$ cat config.mk
export PLATFORM = sky130hd
export DESIGN_NAME = pattern_serializer
export DESIGN_NICKNAME = d
export VERILOG_FILES = /design/src/rtl/lab6_pkg.sv /design/src/rtl/pattern_serializer.sv
export SDC_FILE = /design/constraint.sdc
export NUM_CORES = 1
export LEC_CHECK = 0
export BUFFER_PORTS_ARGS = -buffer_cell sky130_fd_sc_hd__buf_2
export CAP_MARGIN = 40
export CELL_PAD_IN_SITES_DETAIL_PLACEMENT = 0
export CELL_PAD_IN_SITES_GLOBAL_PLACEMENT = 1
export CORE_MARGIN = 3
export CORE_UTILIZATION = 36
export CTS_BUF_LIST = sky130_fd_sc_hd__clkbuf_16
export CTS_CLUSTER_SIZE = 40
export DETAILED_ROUTE_END_ITERATION = 8
export PLACE_DENSITY = 0.74
export SLEW_MARGIN = 25
export SYNTH_ARGS = -nofsm -noshare
export SYNTH_HDL_FRONTEND = slang
export SYNTH_SLANG_ARGS = --single-unit
$ cat constraint.sdc
create_clock -name clk -period 1.4 [get_ports clk]
set_input_delay 0.21 -clock clk [delete_from_list [all_inputs] [get_ports clk]]
set_output_delay 0.21 -clock clk [all_outputs]
set_load 0.1 [all_outputs]
$ cat src/rtl/lab6_pkg.sv
// Shared types and helpers for the lab 6 pattern serializer.
// The PARITY state is only reached when PARITY_EN is defined.
package lab6_pkg;

   typedef enum logic [1:0] {
      S_IDLE   = 2'd0,
      S_SHIFT  = 2'd1,
      S_PARITY = 2'd2
   } ser_state_t;

   localparam int DEFAULT_WIDTH = 8;

   // Even parity over a zero-extended word; the padding bits do not affect the result.
   function automatic logic even_parity(input logic [31:0] data);
      return ^data;
   endfunction

endpackage

$ cat src/rtl/pattern_serializer.sv
// MSB-first parallel-to-serial source feeding the pattern detector's `a` input.
// Define PARITY_EN to append an even-parity bit after the LSB of every word.
module pattern_serializer
   import lab6_pkg::*;
#(
   parameter int   WIDTH      = DEFAULT_WIDTH,
   parameter logic IDLE_LEVEL = 1'b0
) (
   input  logic             clk,
   input  logic             rst_n,
   input  logic             load_valid,
   input  logic [WIDTH-1:0] load_data,
   output logic             load_ready,
   output logic             a,
   output logic             busy,
   output logic             last
);

   localparam int            CW       = $clog2(WIDTH);
   localparam logic [CW-1:0] CNT_LAST = CW'(WIDTH - 1);

   ser_state_t       state_reg;
   logic [WIDTH-1:0] shift_reg;
   logic [CW-1:0]    cnt_reg;
   logic             a_reg;
   logic             busy_reg;
   logic             accept;
`ifdef PARITY_EN
   logic             parity_reg;
`endif

`ifdef PARITY_EN
   assign last = (state_reg == S_PARITY);
`else
   assign last = (state_reg == S_SHIFT) && (cnt_reg == CNT_LAST);
`endif

   // Accepting on the final bit lets consecutive words stream with no idle gap.
   assign load_ready = (state_reg == S_IDLE) || last;
   assign accept     = load_valid && load_ready;
   assign a          = a_reg;
   assign busy       = busy_reg;

   always_ff @(posedge clk or negedge rst_n) begin
      if (!rst_n) begin
         state_reg  <= S_IDLE;
         shift_reg  <= '0;
         cnt_reg    <= '0;
         a_reg      <= IDLE_LEVEL;
         busy_reg   <= 1'b0;
`ifdef PARITY_EN
         parity_reg <= 1'b0;
`endif
      end else if (accept) begin
         state_reg  <= S_SHIFT;
         shift_reg  <= load_data;
         cnt_reg    <= '0;
         a_reg      <= load_data[WIDTH-1];
         busy_reg   <= 1'b1;
`ifdef PARITY_EN
         parity_reg <= even_parity(32'(load_data));
`endif
      end else begin
         case (state_reg)
            S_SHIFT: begin
               if (cnt_reg == CNT_LAST) begin
`ifdef PARITY_EN
                  state_reg <= S_PARITY;
                  a_reg     <= parity_reg;
                  busy_reg  <= 1'b1;
`else
                  state_reg <= S_IDLE;
                  a_reg     <= IDLE_LEVEL;
                  busy_reg  <= 1'b0;
`endif
               end else begin
                  // Bit currently on `a` is shift_reg[WIDTH-1]; the next one sits just below it.
                  shift_reg <= shift_reg << 1;
                  a_reg     <= shift_reg[WIDTH-2];
                  cnt_reg   <= cnt_reg + 1'b1;
               end
            end
            default: begin
               state_reg <= S_IDLE;
               a_reg     <= IDLE_LEVEL;
               busy_reg  <= 1'b0;
            end
         endcase
      end
   end

endmodule

==> flow_metrics.py <==
metrics = {
    "run_status": {
        "outcome": "finished with violations",
        "violations": "negative setup slack",
    },
    "layout": {
        "finish.utilization_pct": 56.3,
        "largest_register_ffs": 7,
        "antenna-diode-count": 0,
        "layout_commonest_cell": "sky130_fd_sc_hd__buf_2",
        "synthesis_to_layout_area_growth_pct": 42.4,
        "net_total_in_the_final_layout": 78,
        "layout.cells.most_common_list": "sky130_fd_sc_hd__buf_2, sky130_fd_sc_hd__dfrtp_1, sky130_fd_sc_hd__mux2_4, sky130_fd_sc_hd__mux2_2, sky130_fd_sc_hd__buf_4",
        "final_layout_size_suffix_gt1_share_pct": 65.6,
        "fillerInstances": 119,
    },
    "logic_synthesis": {
        "post_synth_mux_area_share_pct": 35.5,
        "cell_type_with_the_highest_aggregate_area_in_the_netlist": "sky130_fd_sc_hd__dfrtp_1",
        "synth.lib_cells_used.distinct": 12,
        "post_synth_and_or_nand_nor_area_fraction_pct": 8.11,
        "synth_fa_ha_area_share_pct": 4.06,
        "synth-compound-area-share_pct": 0,
        "netlist_top_cells_area": "sky130_fd_sc_hd__dfrtp_1, sky130_fd_sc_hd__mux2_4, sky130_fd_sc_hd__mux2_2",
        "synth_nets": 55,
        "synthesis.area_per_instance_sq_um": 14.7,
        "synth.top_cell.area_share_pct": 48.7,
        "synthesized_cell_area_sq_um": 617,
        "yosys.area_share.xor_xnor_pct": 0,
        "synth-seq-area-share_pct": 48.7,
        "register_bit_total_from_synthesis": 12,
        "syn-instance-count": 42,
        "main_combinational_cell_family_by_area_after_synthesis": "multiplexers",
        "yosys_warnings": 0,
    },
    "routing": {
        "1st_pass_router_iterations": 3,
        "wl_met2_um": 469,
        "met3WireLength_um": 95,
        "vias_per_cell": 4.85,
        "routed_wirelength_mm": 1.04,
        "remaining_drc_errors": 0,
        "num_vias": 388,
        "wl_met1_um": 473,
        "dr.first_iter.drc_count": 3,
        "routed_wire_length_per_instance_um": 13.0,
        "route.antenna.remaining_nets": 0,
        "route.top_layer_used": "met3",
    },
    "sta": {
        "max_clock_freq_mhz": 662,
        "report.final.setup_viol": 10,
        "finalSetupTns_ns": -0.512,
        "report.final.hold_viol_count": 0,
        "fin_hold_ws_ns": 0.230,
        "finalCritPeriodShare_pct": 108,
        "final_critical_path_setup_slack_ns": -0.111,
        "timing_worst_slew_pin_value_ns": 0.485,
        "grt_setup_unrepaired": "yes",
        "timing.max_slew.rel_slack_pct": 67.9,
        "final.setup_skew_ns": 0.00187,
        "report.final.slew_viol_count": 0,
        "period_needed_ns": 1.51,
    },
    "critical_path": {
        "crit_type": "flop to primary output",
        "worstSetupStartpointType": "flop",
        "critical_path.endpoint_type": "primary output",
        "crit_required_ns": 1.19,
        "critical_path_peak_fanout": 3,
        "crit_chain": "ha_2 -> ha_4 -> nand2b_4 -> buf_12",
        "cp_data_arrival_time_ns": 1.30,
        "cp_slowest_stage_delay_ns": 0.37,
        "critPathSlowestCell": "sky130_fd_sc_hd__dfrtp_1",
    },
    "power_and_ir_drop": {
        "pwr_density_cell_nw_per_um2": 2580,
        "p_total_mw": 2.27,
        "total_leakage_power_nw": 0.433,
        "vdd.ir_drop.worst_mv": 1.35,
    },
    "die": {
        "horizontal_die_dimension_um": 47.4,
        "chipHeight_um": 47.4,
        "dieArea_sq_um": 2250,
        "boundaryPins": 15,
        "core_area_sq_um": 1560,
        "rows": 14,
        "initial_utilization_pct": 39.6,
    },
    "global_route": {
        "grt_pass1_vias": 395,
        "grt_start_max_net_pins": 13,
        "antenna_found_initial": 0,
        "grt_use_total_pct": 11.3,
        "grt_overflow_total": 0,
        "grt_first_pass_wirelength_mm": 1.68,
    },
    "clocking": {
        "cts_num_sinks": 12,
        "clock_insertion_delay_worst_skew_ns": 0.24,
        "numCtsBuffers": 3,
        "cts_htree_levels": 1,
        "cts.clk_slew.worst_paths_ns": 0.04,
        "clk_root_buffer_cell": "sky130_fd_sc_hd__clkbuf_16",
        "tritoncts_clock_tree": "built",
        "max-clock-path-buffers": 2,
    },
    "place": {
        "buffer_ports.inserted": 14,
        "gpl_congestion": 0.654,
        "dp_hpwl_um": 680,
    },
    "flow_run": {
        "drv.max_cap_violation_count": 0,
    },
    "min_path": {
        "worst_hold_path_type": "input port to flop",
    },
}
-- logic make-up (layout without fill, tap and decap cells) --
group | Yosys count | after routing
buffers and inverters | 3 | 25
flip-flops | 12 | 12
multiplexers | 17 | 17
adder cells (fa/ha/maj) | 2 | 2
AND/OR/NAND/NOR | 8 | 8
-- cell type report --
type / instances / area [sq um] / area share [%]
multi-input cells: 27 / 323 / 36.8
clock inverters: 1 / 3.75 / 0.427
clock buffers: 3 / 75.1 / 8.55
inverters: 1 / 3.75 / 0.427
well taps: 16 / 20.0 / 2.28
flip-flops and latches: 12 / 302 / 34.3
repair buffers: 20 / 151 / 17.2
-- repair_timing --
item                                   CTS  global route
pin swaps                                1             0
resized for setup                        1             2
setup endpoints to repair                8            12
gates cloned                             0             0
endpoints found under the hold margin   12             0
buffers inserted                         3             0
hold buffers                             1             0
-- power breakdown --
group          internal, mW  switching [mW]
clock network         0.375           0.143
logic                 0.576           0.599
registers             0.494          0.0791
-- per-layer routing --
metal / track usage, % / up-vias
li1: - / 186
met1: 12.2 / 185
met2: 17.1 / 17
met3: 6.51 / 0
met4: 6.63 / 0
met5: 0 / -
-- worst paths after layout --
| check | endpoint | slack, ns | cells after the start | start |
|---|---|---|---|---|
| max | load_ready | -0.11 | 4 | cnt_reg[0] |
| min | a | 0.23 | 3 | load_data[7] |
| max reg2reg | shift_reg[2] | -0.05 | 5 | cnt_reg[0] |
| min reg2reg | shift_reg[6] | 0.50 | 1 | shift_reg[5] |
| max in group asynchronous | state_reg[0] | 0.78 | 2 | rst_n |
| min in group asynchronous | cnt_reg[2] | 0.39 | 2 | rst_n |
-- cells in the mapped netlist --
cell and n:
sky130_fd_sc_hd__and2_1 2, sky130_fd_sc_hd__and2b_1 2, sky130_fd_sc_hd__buf_4 1, sky130_fd_sc_hd__buf_6 1, sky130_fd_sc_hd__dfrtp_1 12, sky130_fd_sc_hd__ha_1 2
sky130_fd_sc_hd__inv_1 1, sky130_fd_sc_hd__mux2_2 7, sky130_fd_sc_hd__mux2_4 8, sky130_fd_sc_hd__mux2i_1 2, sky130_fd_sc_hd__nand2_1 1, sky130_fd_sc_hd__nand2b_1 3
-- metrics by stage --
step / worst slack (ns) / instance area [sq um] / cells
finish: -0.111 / 878 / 80
global route: -0.156 / 878 / 80
CTS: -0.101 / 865 / 80
detailed placement: 0.00383 / 752 / 72
global placement: 0.0155 / 752 / 72
floorplan: -0.0754 / 648 / 42
-- critical path, delay by kind of cell (launching register included) --
kind,cells,cell delay (ns)
DFF,1,0.37
and+or+nand+nor,1,0.16
buffers and inverters,1,0.17
adders and majority gates,2,0.36
(Power assumes the default switching activity.)
